===== src/rtl/pb_event_pkg.sv =====
// pb_event_pkg: shared event-kind and hold-FSM state encodings for the push-button event path
package pb_event_pkg;

   localparam logic [1:0] EVT_PRESS   = 2'b00;
   localparam logic [1:0] EVT_REPEAT  = 2'b01;
   localparam logic [1:0] EVT_RELEASE = 2'b10;

   localparam logic [1:0] ST_IDLE = 2'd0;
   localparam logic [1:0] ST_HOLD = 2'd1;
   localparam logic [1:0] ST_RPT  = 2'd2;

   // Index arithmetic for the round-robin scan over n channels
   function automatic int wrap_add(input int a, input int b, input int n);
      return (a + b) % n;
   endfunction

endpackage


===== src/rtl/pb_hold_timer.sv =====
// pb_hold_timer: per-button edge detect, hold/auto-repeat FSM, one-cycle event strobe
module pb_hold_timer
   import pb_event_pkg::*;
#(
   parameter int CNT_W         = 24,
   parameter int HOLD_CYCLES   = 13_500_000,
   parameter int REPEAT_CYCLES = 2_700_000
) (
   input  logic       clock27MHz,
   input  logic       reset_n,
   input  logic       btn,
   input  logic       repeat_en,
   output logic       evt_stb,
   output logic [1:0] evt_kind
);

   localparam logic [CNT_W-1:0] HOLD_LAST = CNT_W'(HOLD_CYCLES - 1);
   localparam logic [CNT_W-1:0] RPT_LAST  = CNT_W'(REPEAT_CYCLES - 1);

   logic             prev;
   logic             prs;
   logic             rel;
   logic [1:0]       state;
   logic [1:0]       state_nxt;
   logic [CNT_W-1:0] cnt;
   logic [CNT_W-1:0] cnt_nxt;

   assign prs = btn & ~prev;
   assign rel = ~btn & prev;

   // Next state and event strobe; a release beats any terminal count in the same cycle
   always_comb begin
      state_nxt = state;
      cnt_nxt   = cnt + CNT_W'(1);
      evt_stb   = 1'b0;
      evt_kind  = EVT_PRESS;
      if (rel) begin
         state_nxt = ST_IDLE;
         cnt_nxt   = '0;
         evt_stb   = 1'b1;
         evt_kind  = EVT_RELEASE;
      end else begin
         case (state)
            ST_IDLE: begin
               cnt_nxt = '0;
               if (prs) begin
                  state_nxt = ST_HOLD;
                  evt_stb   = 1'b1;
               end
            end
            ST_HOLD: begin
               if (cnt == HOLD_LAST) begin
                  state_nxt = ST_RPT;
                  cnt_nxt   = '0;
                  evt_stb   = repeat_en;
                  evt_kind  = EVT_REPEAT;
               end
            end
            ST_RPT: begin
               if (cnt == RPT_LAST) begin
                  cnt_nxt  = '0;
                  evt_stb  = repeat_en;
                  evt_kind = EVT_REPEAT;
               end
            end
            default: begin
               state_nxt = ST_IDLE;
               cnt_nxt   = '0;
            end
         endcase
      end
   end

   // Previous-level register, FSM state and hold/repeat counter
   always_ff @(posedge clock27MHz or negedge reset_n) begin
      if (!reset_n) begin
         prev  <= 1'b0;
         state <= ST_IDLE;
         cnt   <= '0;
      end else begin
         prev  <= btn;
         state <= state_nxt;
         cnt   <= cnt_nxt;
      end
   end

endmodule


===== src/rtl/pushbutton_event_arbiter.sv =====
// pushbutton_event_arbiter: per-button event slots, overrun flags and round-robin valid/ready output
module pushbutton_event_arbiter
   import pb_event_pkg::*;
#(
   parameter  int NUM_BTN       = 4,
   parameter  int CNT_W         = 24,
   parameter  int HOLD_CYCLES   = 13_500_000,
   parameter  int REPEAT_CYCLES = 2_700_000,
   localparam int ID_W          = $clog2(NUM_BTN)
) (
   input  logic               clock27MHz,
   input  logic               reset_n,
   input  logic [NUM_BTN-1:0] btn_state,
   input  logic [NUM_BTN-1:0] repeat_en,
   output logic               evt_valid,
   input  logic               evt_ready,
   output logic [ID_W-1:0]    evt_id,
   output logic [1:0]         evt_kind,
   output logic [NUM_BTN-1:0] overrun,
   input  logic               overrun_clr
);

   logic [NUM_BTN-1:0]      stb;
   logic [NUM_BTN-1:0][1:0] kind;
   logic [NUM_BTN-1:0]      pend;
   logic [NUM_BTN-1:0][1:0] pkind;
   logic [NUM_BTN-1:0]      take;
   logic [NUM_BTN-1:0]      ovr_set;
   logic [ID_W-1:0]         rr_ptr;
   logic [ID_W-1:0]         win;
   logic                    found;
   logic                    load;

   for (genvar i = 0; i < NUM_BTN; i++) begin : g_btn
      pb_hold_timer #(
         .CNT_W         (CNT_W),
         .HOLD_CYCLES   (HOLD_CYCLES),
         .REPEAT_CYCLES (REPEAT_CYCLES)
      ) u_timer (
         .clock27MHz (clock27MHz),
         .reset_n    (reset_n),
         .btn        (btn_state[i]),
         .repeat_en  (repeat_en[i]),
         .evt_stb    (stb[i]),
         .evt_kind   (kind[i])
      );
   end

   assign load = !evt_valid || evt_ready;

   // Round-robin pick: scanning downward leaves the first pending slot at or after rr_ptr
   always_comb begin
      found = 1'b0;
      win   = '0;
      for (int k = NUM_BTN - 1; k >= 0; k--) begin
         if (pend[ID_W'(wrap_add(int'(rr_ptr), k, NUM_BTN))]) begin
            found = 1'b1;
            win   = ID_W'(wrap_add(int'(rr_ptr), k, NUM_BTN));
         end
      end
   end

   // Slot being emptied this cycle, and collisions that lose an event
   always_comb begin
      take    = '0;
      ovr_set = '0;
      for (int k = 0; k < NUM_BTN; k++) begin
         take[k]    = load && found && (win == ID_W'(k));
         ovr_set[k] = stb[k] && pend[k] && !take[k] &&
                      !(kind[k] == EVT_RELEASE && pkind[k] == EVT_REPEAT);
      end
   end

   // Pending slots: fill when free or draining, let RELEASE replace a stale REPEAT; sticky overrun
   always_ff @(posedge clock27MHz or negedge reset_n) begin
      if (!reset_n) begin
         pend    <= '0;
         pkind   <= '0;
         overrun <= '0;
      end else begin
         for (int k = 0; k < NUM_BTN; k++) begin
            if (stb[k] && (!pend[k] || take[k])) begin
               pend[k]  <= 1'b1;
               pkind[k] <= kind[k];
            end else if (stb[k] && kind[k] == EVT_RELEASE && pkind[k] == EVT_REPEAT) begin
               pkind[k] <= EVT_RELEASE;
            end else if (take[k]) begin
               pend[k] <= 1'b0;
            end
         end
         overrun <= (overrun & ~{NUM_BTN{overrun_clr}}) | ovr_set;
      end
   end

   // Output register and round-robin pointer; contents frozen while the consumer stalls
   always_ff @(posedge clock27MHz or negedge reset_n) begin
      if (!reset_n) begin
         evt_valid <= 1'b0;
         evt_id    <= '0;
         evt_kind  <= EVT_PRESS;
         rr_ptr    <= '0;
      end else if (load) begin
         evt_valid <= found;
         if (found) begin
            evt_id   <= win;
            evt_kind <= pkind[win];
            rr_ptr   <= ID_W'(wrap_add(int'(win), 1, NUM_BTN));
         end
      end
   end

endmodule


===== config.mk =====
export PLATFORM = sky130hd
export DESIGN_NAME = pushbutton_event_arbiter
export DESIGN_NICKNAME = d
export VERILOG_FILES = /design/src/rtl/pb_event_pkg.sv /design/src/rtl/pb_hold_timer.sv /design/src/rtl/pushbutton_event_arbiter.sv
export SDC_FILE = /design/constraint.sdc
export NUM_CORES = 1
export LEC_CHECK = 0
export ABC_AREA = 1
export BUFFER_PORTS_ARGS = -buffer_cell sky130_fd_sc_hd__buf_2
export CAP_MARGIN = 20
export CORE_UTILIZATION = 41
export DETAILED_ROUTE_END_ITERATION = 10
export GPL_ROUTABILITY_DRIVEN = 0
export SLEW_MARGIN = 40
export SYNTH_ARGS = -nofsm -noshare
export SYNTH_HDL_FRONTEND = slang
export SYNTH_HIERARCHICAL = 1
export SYNTH_SLANG_ARGS = --single-unit

===== constraint.sdc =====
create_clock -name clock27MHz -period 5.4 [get_ports clock27MHz]
set_input_delay 0.54 -clock clock27MHz [delete_from_list [all_inputs] [get_ports clock27MHz]]
set_output_delay 0.54 -clock clock27MHz [all_outputs]
set_load 0.05 [all_outputs]

==> results of run 1 <==
==> kinds of logic after synthesis <==
family | share of synthesized area, %
adder cells (fa/ha/maj) | 3.957
buffers and inverters | 9.172
XOR/XNOR | 6.331
AO/OA/AOI/OAI | 2.346
AND/OR/NAND/NOR | 41.17
flip-flops | 37.03
==> cell type report <==
type	count	area [um^2]	area share [%]
multi-input combinational	868	4763	48.92
sequential	131	3278	33.67
inverter	159	599.3	6.155
clock buffer	20	456.7	4.690
tap	275	344.1	3.534
clock inverter	12	178.9	1.838
timing repair buffer	21	116.4	1.195
==> power by group <==
part / leakage (nW) / total (W) / switching (W) / internal, W
logic: 2.24 / 0.00107 / 0.000757 / 0.000309
registers: 1.77 / 0.00120 / 0.000111 / 0.00109
clock network: 0.303 / 0.00124 / 0.000443 / 0.000798
total: 4.31 / 0.00351 / 0.00131 / 0.00219
==> Yosys cell counts (6+ instances only) <==
master                      n
sky130_fd_sc_hd__nor2_1   137
sky130_fd_sc_hd__nand4_1   18
sky130_fd_sc_hd__xor2_1    52
sky130_fd_sc_hd__ha_1      28
sky130_fd_sc_hd__nor2_2   109
sky130_fd_sc_hd__nand3_2   11
sky130_fd_sc_hd__nand3_4    8
sky130_fd_sc_hd__inv_1    139
sky130_fd_sc_hd__dfrtp_1  131
sky130_fd_sc_hd__nand2_1  320
sky130_fd_sc_hd__inv_2     18
sky130_fd_sc_hd__nor3_1    12
sky130_fd_sc_hd__o21ai_1    6
sky130_fd_sc_hd__xnor2_1   12
sky130_fd_sc_hd__o21ai_0   11
sky130_fd_sc_hd__nor2_4     8
sky130_fd_sc_hd__buf_12     8
sky130_fd_sc_hd__nand3_1   74
sky130_fd_sc_hd__nand2_2   27
==> routing by layer <==
metal  up-vias  part of all wire (%)  GRT usage (%)
met5         -                     0              0
met4         0                   1.0          5.000
met3        13                   2.5          3.639
met2        52                    48          29.74
met1      3120                    48          22.64
li1       3678                     -              -
==> final timing paths <==
kind	end	start	slack, ns
setup / recovery	pkind[3]	rr_ptr[0]	3.41
hold / removal	g_btn[1].u_timer/cnt[20]	reset_n	0.15
setup reg to reg	pkind[3]	rr_ptr[0]	3.41
hold reg to reg	pkind[0]	pkind[0]	0.50
max in group asynchronous	pkind[1]	reset_n	4.14
min in group clock27MHz	g_btn[2].u_timer/prev	btn_state[2]	0.26
==> state kept, by name (all words and copies together), names as in the netlist <==
| name | count |
|---|---|
| evt_valid | 1 |
| g_btn.u_timer/state | 8 |
| overrun | 4 |
| g_btn.u_timer/cnt | 96 |
| pkind | 8 |
| pend | 4 |
| evt_id | 2 |
| rr_ptr | 2 |
| g_btn.u_timer/prev | 4 |
| evt_kind | 2 |
==> metrics by stage <==
| step | worst slack [ns] | cells | power, W | instance area (um^2) | hold WS (ns) |
|---|---|---|---|---|---|
| 6_report | 3.408 | 1486 | 0.003505 | 9737 | 0.1503 |
| 5_1_grt | 3.197 | 1486 | 0.003746 | 9737 | 0.2068 |
| 4_1_cts | 3.426 | 1486 | 0.003561 | 9734 | 0.1987 |
| 3_5_place_dp | 3.445 | 1454 | 0.002292 | 9099 | 0.4962 |
| 3_3_place_gp | 3.468 | 1454 | 0.002282 | 9099 | 0.4859 |
| 2_1_floorplan | 3.667 | 1172 | 0.002179 | 8853 | 0.2444 |
==> results_tabular.tex, run 1 <==
\begin{tabular}{lr}
\hline
Metric & Value \\
\hline
\multicolumn{2}{l}{\textbf{Outcome}} \\
\quad Outcome & finished, final reports clean \\
\multicolumn{2}{l}{\textbf{Cells and area}} \\
\quad Ant. Diodes & 0 \\
\quad Most common cell after layout, fill and taps aside & sky130\_fd\_sc\_hd\_\_nand2\_1 \\
\quad Final Util & 46.17\% \\
\quad Ratio of cells with drive above 1 in the final layout & 20.40\% \\
\quad Area grow syn2layout & 9.977\% \\
\quad Commonest cells after routing, fill and taps aside & sky130\_fd\_sc\_hd\_\_nand2\_1 (320), sky130\_fd\_sc\_hd\_\_inv\_1 (139), sky130\_fd\_sc\_hd\_\_nor2\_1 (137), sky130\_fd\_sc\_hd\_\_dfrtp\_1 (131), sky130\_fd\_sc\_hd\_\_nor2\_2 (109) \\
\quad Fillers & 2099 \\
\quad Number of nets at the end of the flow & 1238 \\
\multicolumn{2}{l}{\textbf{Setup path}} \\
\quad Top fanout value on the critical path & 12 \\
\quad Length in cells of the worst reg-to-reg path & 13 \\
\quad Critical Setup Path Class & reg2reg \\
\quad Crit path arrival time & 2.30 ns \\
\quad Req. time, crit path & 5.71 ns \\
\quad Number of buffer and inverter stages on the critical path & 1 \\
\quad Endpoint class of the critical path & register \\
\quad Logic depth of the worst path, buffers included & 13 \\
\quad Startpoint type of the worst setup path & register \\
\quad Worst path top cell family by delay & simple AND/OR/NAND/NOR gates \\
\quad Cell with the largest stage delay on the worst path & sky130\_fd\_sc\_hd\_\_dfrtp\_1 \\
\quad Worst stage delay on the critical path & 0.56 ns \\
\quad Critical path cell sequence & inv\_4 -> nand2\_1 -> nand3\_1 -> nand2\_1 -> nand3\_2 -> nand2\_1 -> nand2\_2 -> nand2\_2 -> nand3\_1 -> nand3\_1 -> nand2\_1 -> nand2\_1 -> nand2\_1 \\
\quad Most frequent cell on the critical path & sky130\_fd\_sc\_hd\_\_nand2\_1 \\
\multicolumn{2}{l}{\textbf{Timing}} \\
\quad Final worst clock skew & 0.006958 ns \\
\quad Transition time at the pin with the least slew margin & 0.6819 ns \\
\quad Setup repair after global routing missed its margin & no \\
\quad Worst slew margin & 54.54\% \\
\quad Highest clock frequency the design can meet & 502.0 MHz \\
\quad Setup-failing EPs final & 0 \\
\quad Pins Over Slew Limit & 0 \\
\quad Final cycle utilization of the critical path & 36.89\% \\
\quad Minimum period implied by the final worst setup slack & 1.992 ns \\
\quad Final total negative setup slack & 0 ns \\
\quad Final Hold Violating Endpoints & 0 \\
\multicolumn{2}{l}{\textbf{Logic synthesis}} \\
\quad Top post-synthesis cells by area & sky130\_fd\_sc\_hd\_\_dfrtp\_1 (37\%), sky130\_fd\_sc\_hd\_\_nand2\_1 (14\%), sky130\_fd\_sc\_hd\_\_nor2\_2 (7.7\%) \\
\quad Number of instances in the synthesized netlist & 1172 \\
\quad Yosys cell types & 37 \\
\quad Net Count, Synth & 1212 \\
\quad Biggest area consumer among synthesized cells & sky130\_fd\_sc\_hd\_\_dfrtp\_1 \\
\quad Post-synthesis sequential area ratio & 37.03\% \\
\quad Area of the mapped netlist & 0.008853 mm\^{}2 \\
\quad FF+latch count, synth & 131 \\
\quad Count of flip-flops with a built-in enable after synthesis & 0 \\
\quad Fraction of synthesized cell area taken by the top area cell type & 37.03\% \\
\quad Share of synthesized registers carrying an async set or reset & 100.0\% \\
\quad Average footprint of a synthesized cell & 7.554 um\^{}2 \\
\quad Main synth FF type & sky130\_fd\_sc\_hd\_\_dfrtp\_1 \\
\quad Synth warnings & 6 \\
\multicolumn{2}{l}{\textbf{Die}} \\
\quad Die area & 0.02219 mm\^{}2 \\
\quad Die Y-Extent & 149.0 um \\
\quad Site row count & 53 \\
\quad Effective utilization at floorplan & 41.98\% \\
\quad Boundary pin count & 21 \\
\quad Die X & 149.0 um \\
\quad Core Box Area & 0.02109 mm\^{}2 \\
\multicolumn{2}{l}{\textbf{GRT}} \\
\quad Number of global-route vias before repair & 6743 \\
\quad Number of antenna violations at the first check in global routing & 0 \\
\quad Wire length of the first global-routing pass & 31260 um \\
\quad Largest net degree at the start of global routing & 80 \\
\quad Aggregate global routing overflow & 0 \\
\quad Global Route Usage Sum & 17.60\% \\
\multicolumn{2}{l}{\textbf{Clock network}} \\
\quad Clock tree from TritonCTS & yes \\
\quad Count of buffers added by post-CTS timing repair for setup & 0 \\
\quad Sink Count & 131 \\
\quad Number of buffers created by CTS & 17 \\
\quad CTS Root Cell & sky130\_fd\_sc\_hd\_\_clkbuf\_16 \\
\quad Clock Latency Late Sink & 0.42 ns \\
\quad Hold buffer count at cts & 0 \\
\quad Clock transition at path regs & 0.06 ns \\
\quad Count of H-tree levels built during CTS & 4 \\
\quad Cells resized by post-CTS repair & 0 \\
\quad Buffer levels on the longest clock path & 2 \\
\multicolumn{2}{l}{\textbf{Routing}} \\
\quad Remaining antenna violation count & 0 \\
\quad DRC violation total after the first TritonRoute iteration & 352 \\
\quad Routed wire per std cell & 12.12 um \\
\quad Total wirelength of the detailed-routed design & 18010 um \\
\quad Detailed-routing iteration count for the pre-antenna-repair pass & 5 \\
\quad Vias per cell & 4.618 \\
\quad Routed vias & 6863 \\
\quad DRC violations left & 0 \\
\multicolumn{2}{l}{\textbf{Pwr}} \\
\quad Leakage power figure & 4.306 nW \\
\quad IR Drop Worst-Case VDD & 0.2134 mV \\
\quad Power per Cell Area & 360.0 mW/mm\^{}2 \\
\multicolumn{2}{l}{\textbf{Placed design}} \\
\quad Count of input and output buffers & 20 \\
\quad Half-perimeter wire length after detailed placement & 13230 um \\
\multicolumn{2}{l}{\textbf{Flow run}} \\
\quad Total of max-cap violations & 0 \\
\multicolumn{2}{l}{\textbf{Min path}} \\
\quad Path type of the worst min-delay path & in2async \\
\hline
\end{tabular}
Note: power is estimated with default switching activity, not from simulation.
==> run 2, diff against run 1 <==
- clock period: 5.4 -> 1.8 ns (I/O delays scaled with it)
==> run 2 against run 1 <==
Effect of this change:
- the run now ends with setup timing left
- hold slack got worse by 0.14 ns
- cell area grew 10%
- non-clock buffer count is 82 higher
- clock power grew to 3.0 times the previous value
- wire length increased by 7.7%
- flip-flop and latch count unchanged
- critical path depth shrank 1
- first-iteration DRC count grew 2.0%
- count of clock-buffer cells in the layout down 2
- highest routed layer unchanged
==> results_tabular.tex, run 2 (same netlist as run 1, synthesis figures left out) <==
\begin{tabular}{lr}
\hline
Metric & Value \\
\hline
\multicolumn{2}{l}{\textbf{Clock network}} \\
\quad Clock Latency Late Sink & 0.42 ns (about the same) \\
\quad Clock tree from TritonCTS & yes \\
\quad CTS Root Cell & sky130\_fd\_sc\_hd\_\_clkbuf\_16 \\
\quad Clock transition at path regs & 0.06 ns (about the same) \\
\quad Number of buffers created by CTS & 17 (unchanged) \\
\quad Buffer levels on the longest clock path & 2 (unchanged) \\
\quad Sink Count & 131 (unchanged) \\
\quad Count of H-tree levels built during CTS & 4 (unchanged) \\
\multicolumn{2}{l}{\textbf{Die}} \\
\quad Die area & 0.02219 mm\^{}2 (unchanged) \\
\quad Die X & 149.0 um (unchanged) \\
\quad Site row count & 53 (unchanged) \\
\quad Core Box Area & 0.02109 mm\^{}2 (unchanged) \\
\quad Effective utilization at floorplan & 41.98\% (unchanged) \\
\quad Die Y-Extent & 149.0 um (unchanged) \\
\quad Boundary pin count & 21 (unchanged) \\
\multicolumn{2}{l}{\textbf{Timing}} \\
\quad Worst slew margin & 68.60\% (+14 points) \\
\quad Minimum period implied by the final worst setup slack & 1.833 ns (-0.1596 ns) \\
\quad Smallest setup slack after layout & -0.03261 ns (-3.440 ns) \\
\quad Pins Over Slew Limit & 0 (unchanged) \\
\quad Final hold slack & 0.01406 ns (-0.1362 ns) \\
\quad Transition time at the pin with the least slew margin & 0.4710 ns (-0.2109 ns) \\
\quad Final cycle utilization of the critical path & 101.8\% (+65 points) \\
\quad Final worst clock skew & 0.01034 ns (+0.003383 ns) \\
\quad Final total negative setup slack & -0.07637 ns (-0.07637 ns) \\
\quad Final Hold Violating Endpoints & 0 (unchanged) \\
\quad Highest clock frequency the design can meet & 545.7 MHz (+8.7\%) \\
\quad Setup repair after global routing missed its margin & yes \\
\quad Setup-failing EPs final & 6 (+6) \\
\multicolumn{2}{l}{\textbf{Setup path}} \\
\quad Top fanout value on the critical path & 8 (-4) \\
\quad Critical Setup Path Class & reg2reg \\
\quad Req. time, crit path & 2.16 ns (-3.55 ns) \\
\quad Endpoint class of the critical path & register \\
\quad Crit path arrival time & 2.19 ns (-0.11 ns) \\
\quad Startpoint type of the worst setup path & register \\
\multicolumn{2}{l}{\textbf{Pwr}} \\
\quad Leakage power figure & 4.774 nW (+11\%) \\
\quad IR Drop Worst-Case VDD & 0.9650 mV (+350\%) \\
\quad Power after layout & 0.01211 W (+250\%) \\
\quad Power per Cell Area & 1128 mW/mm\^{}2 (+210\%) \\
\multicolumn{2}{l}{\textbf{Routing}} \\
\quad DRC violation total after the first TritonRoute iteration & 359 (+2.0\%) \\
\quad Routed vias & 7341 (+7.0\%) \\
\quad Routed wire per std cell & 12.38 um (+2.1\%) \\
\quad Vias per cell & 4.682 (+1.4\%) \\
\quad Total wirelength of the detailed-routed design & 19410 um (+7.7\%) \\
\quad Detailed-routing iteration count for the pre-antenna-repair pass & 4 (-1) \\
\quad Remaining antenna violation count & 0 (unchanged) \\
\quad DRC violations left & 0 (unchanged) \\
\multicolumn{2}{l}{\textbf{GRT}} \\
\quad Global Route Usage Sum & 18.43\% (+0.83 points) \\
\quad Number of antenna violations at the first check in global routing & 0 (unchanged) \\
\quad Number of global-route vias before repair & 7142 (+5.9\%) \\
\quad Largest net degree at the start of global routing & 48 (-40\%) \\
\quad Aggregate global routing overflow & 0 (unchanged) \\
\quad Wire length of the first global-routing pass & 32700 um (+4.6\%) \\
\multicolumn{2}{l}{\textbf{Min path}} \\
\quad Path type of the worst min-delay path & in2reg \\
\multicolumn{2}{l}{\textbf{Cells and area}} \\
\quad Register Area & 0.003284 mm\^{}2 (+0.19\%) \\
\quad Area grow syn2layout & 21.28\% \\
\quad Commonest cells after routing, fill and taps aside & sky130\_fd\_sc\_hd\_\_nand2\_1 (303), sky130\_fd\_sc\_hd\_\_inv\_1 (137), sky130\_fd\_sc\_hd\_\_nor2\_1 (126), sky130\_fd\_sc\_hd\_\_dfrtp\_1 (126), sky130\_fd\_sc\_hd\_\_nor2\_2 (119) \\
\quad Fillers & 2023 (-3.6\%) \\
\quad Area of the multi-input gates & 0.005069 mm\^{}2 (+6.4\%) \\
\quad Fin area & 0.01074 mm\^{}2 (+10\%) \\
\quad Ratio of cells with drive above 1 in the final layout & 29.23\% (+8.8 points) \\
\quad Registers with the highest flip-flop counts & g\_btn.u\_timer/cnt (96), g\_btn.u\_timer/state (8), pkind (8) \\
\quad Biggest register & g\_btn.u\_timer/cnt \\
\quad Flip-flop count of the largest register after layout & 96 (unchanged) \\
\quad Number of nets at the end of the flow & 1320 (+6.6\%) \\
\quad Most common cell after layout, fill and taps aside & sky130\_fd\_sc\_hd\_\_nand2\_1 \\
\quad Ant. Diodes & 0 (unchanged) \\
\multicolumn{2}{l}{\textbf{Placed design}} \\
\quad Total cell area at the placement stage & 0.009584 mm\^{}2 (+5.3\%) \\
\quad Count of input and output buffers & 20 (unchanged) \\
\quad Half-perimeter wire length after detailed placement & 14170 um (+7.1\%) \\
\multicolumn{2}{l}{\textbf{Flow run}} \\
\quad Total of max-cap violations & 0 (unchanged) \\
\multicolumn{2}{l}{\textbf{Outcome}} \\
\quad Outcome & complete, but fails checks \\
\quad Violations in the final reports & setup timing \\
\hline
\end{tabular}
-- run 2: cell count changes in the layout (fill, tap and decap cells not counted), moves of 6 or more --
cell,previous run,this run
sky130_fd_sc_hd__buf_4,1,69
sky130_fd_sc_hd__nand2_1,320,303
sky130_fd_sc_hd__nand2_2,27,41
sky130_fd_sc_hd__nand3_1,74,63
sky130_fd_sc_hd__nor2_1,137,126
sky130_fd_sc_hd__nor2_2,109,119
sky130_fd_sc_hd__nand3_4,8,15
sky130_fd_sc_hd__buf_6,0,6
-- run 2: worst paths after layout --
check	to	depth (start not counted)	startpoint	slack [ns]
max reg2reg	pend[2]	12	rr_ptr[0]	-0.03
max	pend[2]	12	rr_ptr[0]	-0.03
min reg2reg	evt_kind[0]	2	evt_kind[0]	0.49
max in group asynchronous	g_btn[0].u_timer/cnt[20]	3	reset_n	0.78
min in group asynchronous	g_btn[1].u_timer/cnt[19]	2	reset_n	0.26
min	evt_valid	2	evt_ready	0.01
-- run 2: where the power goes --
part	leakage, nW	internal, W	switching, W	total, W
Combinational	2.71	0.00184	0.00293	0.00477
Sequential	1.76	0.00326	0.000341	0.00361
Clock	0.302	0.00234	0.00140	0.00374
Total	4.77	0.00744	0.00467	0.0121
-- run 2: final cells by class --
type	instances	share of cell area, %
inverter	159	5.616
clock buffer	18	3.997
timing repair buffer	103	7.551
tap	275	3.204
clock inverter	14	1.841
multi-input combinational	868	47.20
sequential	131	30.59
-- run 2: what timing repair did --
item,in CTS,in global routing
gates cloned,0,0
hold buffers,5,0
endpoints found under the hold margin,47,0
setup buffers,1,19
gates resized for setup,4,75
endpoints found under the setup margin,10,38
pin swaps,1,27
-- run 2: stage by stage --
| stage | setup WS, ns | util, % | instances |
|---|---|---|---|
| 2_1_floorplan | 0.06705 | - | 1172 |
| 3_3_place_gp | -0.04032 | 45.45 | 1512 |
| 3_5_place_dp | -0.08313 | 45.45 | 1512 |
| 4_1_cts | 0.002151 | 48.77 | 1550 |
| 5_1_grt | -0.1582 | 50.92 | 1568 |
| 6_report | -0.03261 | 50.92 | 1568 |
-- run 2: per-layer routing --
metal	global-route usage (%)	vias to the layer above	share of wire, %
li1	-	3840	-
met1	23.64	3410	47
met2	31.30	75	49
met3	3.884	16	2.6
met4	4.949	0	0.99
met5	0	-	0
-- run 2: critical path, cell delays in order (launching register included) --
cell and delay [ns]:
sky130_fd_sc_hd__dfrtp_2 0.49, sky130_fd_sc_hd__inv_4 0.12, sky130_fd_sc_hd__nand2_2 0.08, sky130_fd_sc_hd__nand2_4 0.12, sky130_fd_sc_hd__nand2_1 0.08, sky130_fd_sc_hd__nand3_2 0.06
sky130_fd_sc_hd__nand3_2 0.09, sky130_fd_sc_hd__nand2_2 0.13, sky130_fd_sc_hd__nand3_4 0.10, sky130_fd_sc_hd__o21bai_4 0.21, sky130_fd_sc_hd__nand2_2 0.12, sky130_fd_sc_hd__buf_4 0.14
sky130_fd_sc_hd__nand2_1 0.05
